File: config.mk
export PLATFORM = sky130hd
export DESIGN_NAME = ram_arbiter
export DESIGN_NICKNAME = d
export VERILOG_FILES = /design/src/rtl/ram_arb_pkg.sv /design/src/rtl/ram_rr_pick.sv /design/src/rtl/ram_arbiter.sv
export SDC_FILE = /design/constraint.sdc
export NUM_CORES = 1
export LEC_CHECK = 0
export CORE_MARGIN = 3
export CORE_UTILIZATION = 40
export DETAILED_ROUTE_END_ITERATION = 7
export GPL_TIMING_DRIVEN = 0
export PLACE_DENSITY = 0.85
export SLEW_MARGIN = 20
export SYNTH_ARGS = -nofsm -noshare
export SYNTH_HDL_FRONTEND = slang
export SYNTH_SLANG_ARGS = --single-unit
File: constraint.sdc
create_clock -name clk -period 1.7 [get_ports clk]
set_clock_uncertainty 0.2 [all_clocks]
set_input_delay 0.34 -clock clk [delete_from_list [all_inputs] [get_ports clk]]
set_output_delay 0.34 -clock clk [all_outputs]
set_load 0.02 [all_outputs]
File: src/rtl/ram_arb_pkg.sv
// Shared types and constants for the two-requester single-port RAM arbiter.
package ram_arb_pkg;

    localparam int unsigned NUM_REQ = 2;

    typedef enum logic [1:0] {
        IDLE    = 2'd0,
        ACCESS  = 2'd1,
        RD_WAIT = 2'd2
    } state_e;

    typedef logic [0:0] req_id_t;

    // With two requesters the "other" requester is simply the inverted id.
    function automatic req_id_t other_id(input req_id_t id);
        return req_id_t'(~id);
    endfunction

endpackage

File: src/rtl/ram_rr_pick.sv
// Round-robin winner selection between the two requesters.
module ram_rr_pick
    import ram_arb_pkg::*;
(
    input  logic [NUM_REQ-1:0] req_i,
    input  logic               last_i,
    output logic               winner_o,
    output logic               valid_o
);

    always_comb begin
        valid_o  = |req_i;
        winner_o = 1'b0;
        case (req_i)
            2'b01:   winner_o = 1'b0;
            2'b10:   winner_o = 1'b1;
            2'b11:   winner_o = 1'(other_id(req_id_t'(last_i)));
            default: winner_o = 1'b0;
        endcase
    end

endmodule

File: src/rtl/ram_arbiter.sv
// Arbitrates two requesters onto one single-port RAM; one transaction at a time.
module ram_arbiter
    import ram_arb_pkg::*;
#(
    parameter int unsigned ADDR_W = 6,
    parameter int unsigned DATA_W = 8
) (
    input  logic                      clk,
    input  logic                      reset,
    input  logic [NUM_REQ-1:0]        req,
    input  logic [NUM_REQ-1:0]        we,
    input  logic [NUM_REQ*ADDR_W-1:0] addr,
    input  logic [NUM_REQ*DATA_W-1:0] wdata,
    output logic [NUM_REQ-1:0]        gnt,
    output logic [NUM_REQ-1:0]        rvalid,
    output logic [DATA_W-1:0]         rdata,
    output logic                      busy,
    output logic [DATA_W-1:0]         ram_data_in,
    output logic                      ram_write_enb,
    output logic                      ram_read_enb,
    output logic [ADDR_W-1:0]         ram_address,
    input  logic [DATA_W-1:0]         ram_data_out
);

    state_e              state_q, state_d;
    req_id_t             last_q, last_d;
    req_id_t             id_q, id_d;
    logic [NUM_REQ-1:0]  gnt_q, gnt_d;
    logic [NUM_REQ-1:0]  rvalid_q, rvalid_d;
    logic                busy_q, busy_d;
    logic                wen_q, wen_d;
    logic                ren_q, ren_d;
    logic [ADDR_W-1:0]   addr_q, addr_d;
    logic [DATA_W-1:0]   din_q, din_d;
    logic [DATA_W-1:0]   rhold_q, rhold_d;

    logic                pick_winner;
    logic                pick_valid;
    logic                sel_we;
    logic [ADDR_W-1:0]   sel_addr;
    logic [DATA_W-1:0]   sel_wdata;

    ram_rr_pick u_pick (
        .req_i    (req),
        .last_i   (1'(last_q)),
        .winner_o (pick_winner),
        .valid_o  (pick_valid)
    );

    assign sel_we    = we[pick_winner];
    assign sel_addr  = pick_winner ? addr[2*ADDR_W-1 -: ADDR_W]  : addr[ADDR_W-1:0];
    assign sel_wdata = pick_winner ? wdata[2*DATA_W-1 -: DATA_W] : wdata[DATA_W-1:0];

    always_ff @(posedge clk or posedge reset) begin
        if (reset) begin
            state_q  <= IDLE;
            last_q   <= req_id_t'(1'b1);
            id_q     <= req_id_t'(1'b0);
            gnt_q    <= '0;
            rvalid_q <= '0;
            busy_q   <= 1'b0;
            wen_q    <= 1'b0;
            ren_q    <= 1'b0;
            addr_q   <= '0;
            din_q    <= '0;
            rhold_q  <= '0;
        end else begin
            state_q  <= state_d;
            last_q   <= last_d;
            id_q     <= id_d;
            gnt_q    <= gnt_d;
            rvalid_q <= rvalid_d;
            busy_q   <= busy_d;
            wen_q    <= wen_d;
            ren_q    <= ren_d;
            addr_q   <= addr_d;
            din_q    <= din_d;
            rhold_q  <= rhold_d;
        end
    end

    // Outputs are computed for the state being entered so they appear registered in it.
    always_comb begin
        state_d  = state_q;
        last_d   = last_q;
        id_d     = id_q;
        gnt_d    = '0;
        rvalid_d = '0;
        wen_d    = 1'b0;
        ren_d    = 1'b0;
        addr_d   = addr_q;
        din_d    = din_q;
        rhold_d  = rhold_q;

        case (state_q)
            IDLE: begin
                if (pick_valid) begin
                    state_d             = ACCESS;
                    id_d                = req_id_t'(pick_winner);
                    last_d              = req_id_t'(pick_winner);
                    gnt_d[pick_winner]  = 1'b1;
                    addr_d              = sel_addr;
                    din_d               = sel_wdata;
                    wen_d               = sel_we;
                    ren_d               = ~sel_we;
                end
            end
            ACCESS: begin
                if (wen_q) begin
                    state_d = IDLE;
                end else begin
                    state_d        = RD_WAIT;
                    rvalid_d[id_q] = 1'b1;
                end
            end
            RD_WAIT: begin
                state_d = IDLE;
                rhold_d = ram_data_out;
            end
            default: state_d = IDLE;
        endcase

        busy_d = (state_d != IDLE);
    end

    assign gnt           = gnt_q;
    assign rvalid        = rvalid_q;
    assign busy          = busy_q;
    assign ram_write_enb = wen_q;
    assign ram_read_enb  = ren_q;
    assign ram_address   = addr_q;
    assign ram_data_in   = din_q;
    // Read data passes straight through in the valid cycle, then is held.
    assign rdata         = rvalid_q ? ram_data_out : rhold_q;

endmodule

# After elaboration in Yosys (flattened, before gate mapping)
# Cells that the tools add are included.
[classes] n_lt_le_gt_ge=4 n_eq_ne=4 muxes=21 bitwise_logic=2 reduce_logical=7
[op_table] cell="2-to-1 mux 8 bit" n=2
[op_table] cell="2-to-1 mux 2 bit" n=6
[op_table] cell="2-to-1 mux 1 bit" n=8
[op_table] cell="== test 2 bit (second input constant)" n=3
[op_table] cell="2-to-1 mux 6 bit" n=1
[op_table] cell="less-than comparator 1 x 2 -> 1 bit (second input constant)" n=2
[op_table] cell="one-hot mux 2 bit (2 select lines)" n=1
[op_table] cell="nonzero test 2 bit" n=2
[op_table] cell="demux 1 bit (select 1 bit)" n=2
[op_table] cell="== test 2 x 1 -> 1 bit (second input constant)" n=1
[op_table] cell="greater-or-equal comparator 1 bit (second input constant)" n=2
[op_table] cell="logical AND 1 bit" n=2
[op_table] cell="logical NOT 2 bit" n=1
[op_table] cell="NOT 1 bit" n=2
[op_table] cell="one-hot mux 1 bit (2 select lines)" n=1
[op_table] cell="AND reduction 2 bit" n=1
[op_table] cell="OR reduction 2 bit" n=1
[totals] reg_bits=33 in_bits=42 output_inout_bits=29 elab_cells=49

# Logic depth before layout (Yosys ltp)
[depth] ltp_word=8 depth_mapped=6 ltp_nobuf=4

# Modules after synthesis
# A second synthesis with hierarchy kept.
[unflattened] hier_cells=101 hier_area_um2=1534.0
[by_module_without_submodules] mod="ram_arbiter" n_inst=1 cells_per_inst=99 area_each_um2=1520.2 seq_area_each_um2=827.0
[by_module_without_submodules] mod="ram_rr_pick" n_inst=1 cells_per_inst=2 area_each_um2=13.8 seq_area_each_um2=0.0

# Worst setup path before layout
# No wires, ideal clock.
[synth_timing] path_type="register to output" from="register rvalid_q[1] (netlist: rvalid[1])" to="output port rdata[0]" arrival_ps=1174 required_ps=1160 slack_ps=-14 stages_incl_launch_ff=3 path_buffers=0 path_cell_list="dfrtp_1 > nor2_2 > mux2_2"
[synth_via] elab_chain_len=2
[synth_rtl] element="start, declared" line="ram_arbiter.sv:29" text="logic [NUM_REQ-1:0] rvalid_q, rvalid_d;"
[synth_rtl] element="start signal, assigned" line="ram_arbiter.sv:72" text="rvalid_q <= rvalid_d;"
[synth_rtl] element="nonzero test 2 bit" line="ram_arbiter.sv:134" text="assign rdata = rvalid_q ? ram_data_out : rhold_q;"
[synth_rtl] element="2-to-1 mux 8 bit" line="ram_arbiter.sv:134"
[synth_rtl] element="end, declared" line="ram_arbiter.sv:16" text="output logic [DATA_W-1:0] rdata,"
# No other way between the ends.

# Worst setup path in the final report
[layout_timing] from="register rvalid_q[1] (netlist: rvalid[1])" to="output port rdata[5]"
# The elaborated chain is that of the path after synthesis.

==> flow_summary.yaml <==
global_routing:
  grt_pass1_wl_mm: 6.11
  grt_max_degree: 34
  antenna_found_initial: 0
  grt_usage_pct: 18.8
  overflow: 0
  grt_pass1_vias: 1270
power:
  intPower_mw: 2.87
  p_comb_share_pct: 59.4
  ir_drop_mv: 0.801
  pwr-share-clk_pct: 10.9
  seq_power_share_pct: 29.7
  p_sw_mw: 1.82
  power_density_mw_per_mm2: 1930
  power.leakage_nw: 1.13
  swShare_pct: 38.8
floorplanning:
  ios: 71
  core_mm2: 0.00342
  start_util_pct: 42.8
  die_h_um: 66.4
  die_x_um: 66.4
  num_rows: 21
  die_area_mm2: 0.00441
yosys:
  avgSynthCellArea_um2: 10.9
  synthArstFlopShare_pct: 100
  ys.warnings.count: 0
  yosysTopAreaCell: "dfrtp_1"
  syn-instance-count: 134
  synth.most_common_cell: "dfrtp_1"
  ys_ff_latch: 33
  synthTopCellsByCount: "32 x dfrtp_1, 29 x nand2_1, 16 x mux2_2"
  synth_edf_count: 0
  ys_types: 23
  yosysSeqAreaShare_pct: 56.6
  syn-cell-area_mm2: 0.00146
  yosys-top-cells-area: "dfrtp_1 55%, mux2_2 12%, nand2_1 7.4%"
  ys.flop_type: "dfrtp_1"
  synth_top_cell_area_share_pct: 54.8
  synth.net_count: 176
sta:
  post-route-min-period_ps: 2090
  hold_viol_final: 0
  setup_violations: 8
  period_share_pct: 123
  grt_setup_unrepaired: "yes"
  worst_pin_slew_ps: 676
  max_freq_mhz: 478
  slew_viol_final: 0
  hold-worst-slack_ps: 220
  max_slew_margin_pct: 54.9
  setup_slack_ps: -394
clock_tree:
  cts_sinks: 33
  cts.clk_slew.worst_paths_ps: 100
  clock_path_buffers: 2
  cts_tree: "done"
  clkLatencyLatePin_ps: 340
  cts-root-buf: "clkbuf_4"
  cts_buffers: 5
  htreeDepth: 2
setup_path:
  end_kind: "output pin"
  cp_max_fo: 8
  cp.arrival_ps: 1550
  worstSetupStartpointType: "flip-flop"
  critPathRequiredTime_ps: 1160
  crit_type: "reg -> out"
  r2r_slack_ps: 180
final_layout:
  final_util_pct: 71.1
  nets: 261
  drive_gt1_share_pct: 25.9
  fill_cells: 271
  area_delta_synth_final_pct: 66.3
  n_antenna_cell: 0
place:
  gp_congestion: 0.789
  port_buffers: 70
  hpwl_mm: 2.73
drt:
  ant_nets: 0
  initialDrtViolationCount: 29
  vias: 1321
  drt_pass1_iterations: 4
  drt-total-wl_mm: 3.99
  routed_via_density: 4.97
  drcViolationCount: 0
  wire_per_inst_um: 15.0
status:
  outcome: "finished with violations"
  violations: "negative setup slack"
flow_run:
  cap_violations: 0
worst_hold_path:
  hold_class: "in -> async"
[layout make-up]
| type | instances | area, um^2 | share of cell area, % |
|---|---|---|---|
| timing repair buffer | 79 | 795 | 32.7 |
| tap | 46 | 57.6 | 2.37 |
| multi-input combinational | 91 | 622 | 25.6 |
| clock inverter | 1 | 5.00 | 0.206 |
| clock buffer | 7 | 65.1 | 2.68 |
| buffer | 6 | 47.5 | 1.96 |
| sequential | 33 | 827 | 34.0 |
| inverter | 3 | 11.3 | 0.463 |
[cell families (layout without fill, tap and decap cells)]
| logic type | after synthesis | in the layout | synth area share [%] |
|---|---|---|---|
| simple gates | 41 | 41 | 12.5 |
| flops | 33 | 33 | 56.6 |
| mux | 17 | 17 | 13.0 |
| compound gates | 33 | 33 | 13.5 |
| buf+inv | 10 | 96 | 4.37 |
[power groups by stage]
| stage | Clock, mW | Combinational (mW) | Sequential (mW) |
|---|---|---|---|
| 2_1_floorplan | 0 | 1.12 | 1.65 |
| 3_3_place_gp | 0 | 2.39 | 1.37 |
| 3_5_place_dp | 0 | 2.44 | 1.39 |
| 4_1_cts | 0.516 | 2.32 | 1.37 |
| 5_1_grt | 0.558 | 2.98 | 1.45 |
| 6_report | 0.509 | 2.78 | 1.39 |
[metrics by stage]
stage	power, mW	cells	setup TNS (ps)	worst slack [ps]	instance area (um^2)
floorplan	2.77	134	0	65.5	1470
global placement	3.76	250	-17310	-392	2220
detailed placement	3.83	250	-6910	-412	2220
CTS	4.20	265	-3290	-437	2290
global route	4.98	266	-3560	-451	2430
finish	4.68	266	-3100	-394	2430
[layer usage]
| metal | GRT usage [%] | wire (um) | part of all wire, % |
|---|---|---|---|
| met5 | 0 | 0 | 0 |
| met4 | 7.61 | 79 | 2.0 |
| met2 | 29.7 | 2060 | 52 |
| met3 | 6.80 | 264 | 6.6 |
| met1 | 23.0 | 1580 | 40 |
[cells in the final DEF (no fill, tap or decap)]
cell	netlist	layout
clkdlybuf4s50_1	0	41
dfrtp_1	32	32
nand2_1	29	29
dlygate4sd2_1	0	21
buf_6	2	18
a31oi_1	15	15
a21oi_1	15	14
mux2_2	16	8
mux2_4	0	8
clkbuf_4	0	5
nor2_1	3	3
buf_2	3	2
nor2_4	0	2
inv_2	1	2
buf_4	2	2
and2_1	2	2
clkbuf_8	0	2
nand2b_1	1	1
a21bo_2	1	1
or2_1	1	1
nand2_4	1	1
a21boi_4	0	1
nor3_1	1	1
a21o_1	1	1
or3b_2	1	1
inv_1	2	1
mux2i_1	1	1
a21oi_2	0	1
clkinv_2	0	1
dfstp_2	1	1
buf_12	0	1
[what timing repair did]
| item | CTS | global route |
|---|---|---|
| hold buffers | 0 | 0 |
| endpoints found under the hold margin | 0 | 0 |
| resized for setup | 55 | 33 |
| setup endpoints to repair | 29 | 17 |
| pin swaps | 1 | 1 |
| setup buffers | 7 | 2 |
[registers in the layout, indices dropped and copies added, names as in the netlist]
signal	flops
ram_data_in	8
gnt	2
ram_address	6
ram_write_enb	1
rvalid	2
id_q	1
rhold_q	8
ram_read_enb	1
state_q	2
busy	1
last_q	1
[final timing paths]
path,startpoint,to,depth (start not counted)
worst max-delay path,rvalid[1]$_DFF_PP0_,rdata[5],5
worst min-delay path,reset,rhold_q[7]$_DFFE_PP0N_,2
worst max register to register,last_q$_DFFE_PP1P_,id_q$_DFFE_PP0P_,3
worst min register to register,id_q$_DFFE_PP0P_,rvalid[0]$_DFF_PP0_,1
max in group asynchronous,reset,ram_data_in[6]$_DFFE_PP0P_,2
min in group clk,id_q$_DFFE_PP0P_,rvalid[0]$_DFF_PP0_,1
[critical path, cell delays in order, from the launching register on]
cell	delay (ps)
dfrtp_1	420
nor2_4	140
buf_12	140
buf_6	100
mux2_4	290
buf_6	130
Power figures use the tool's default switching activity.
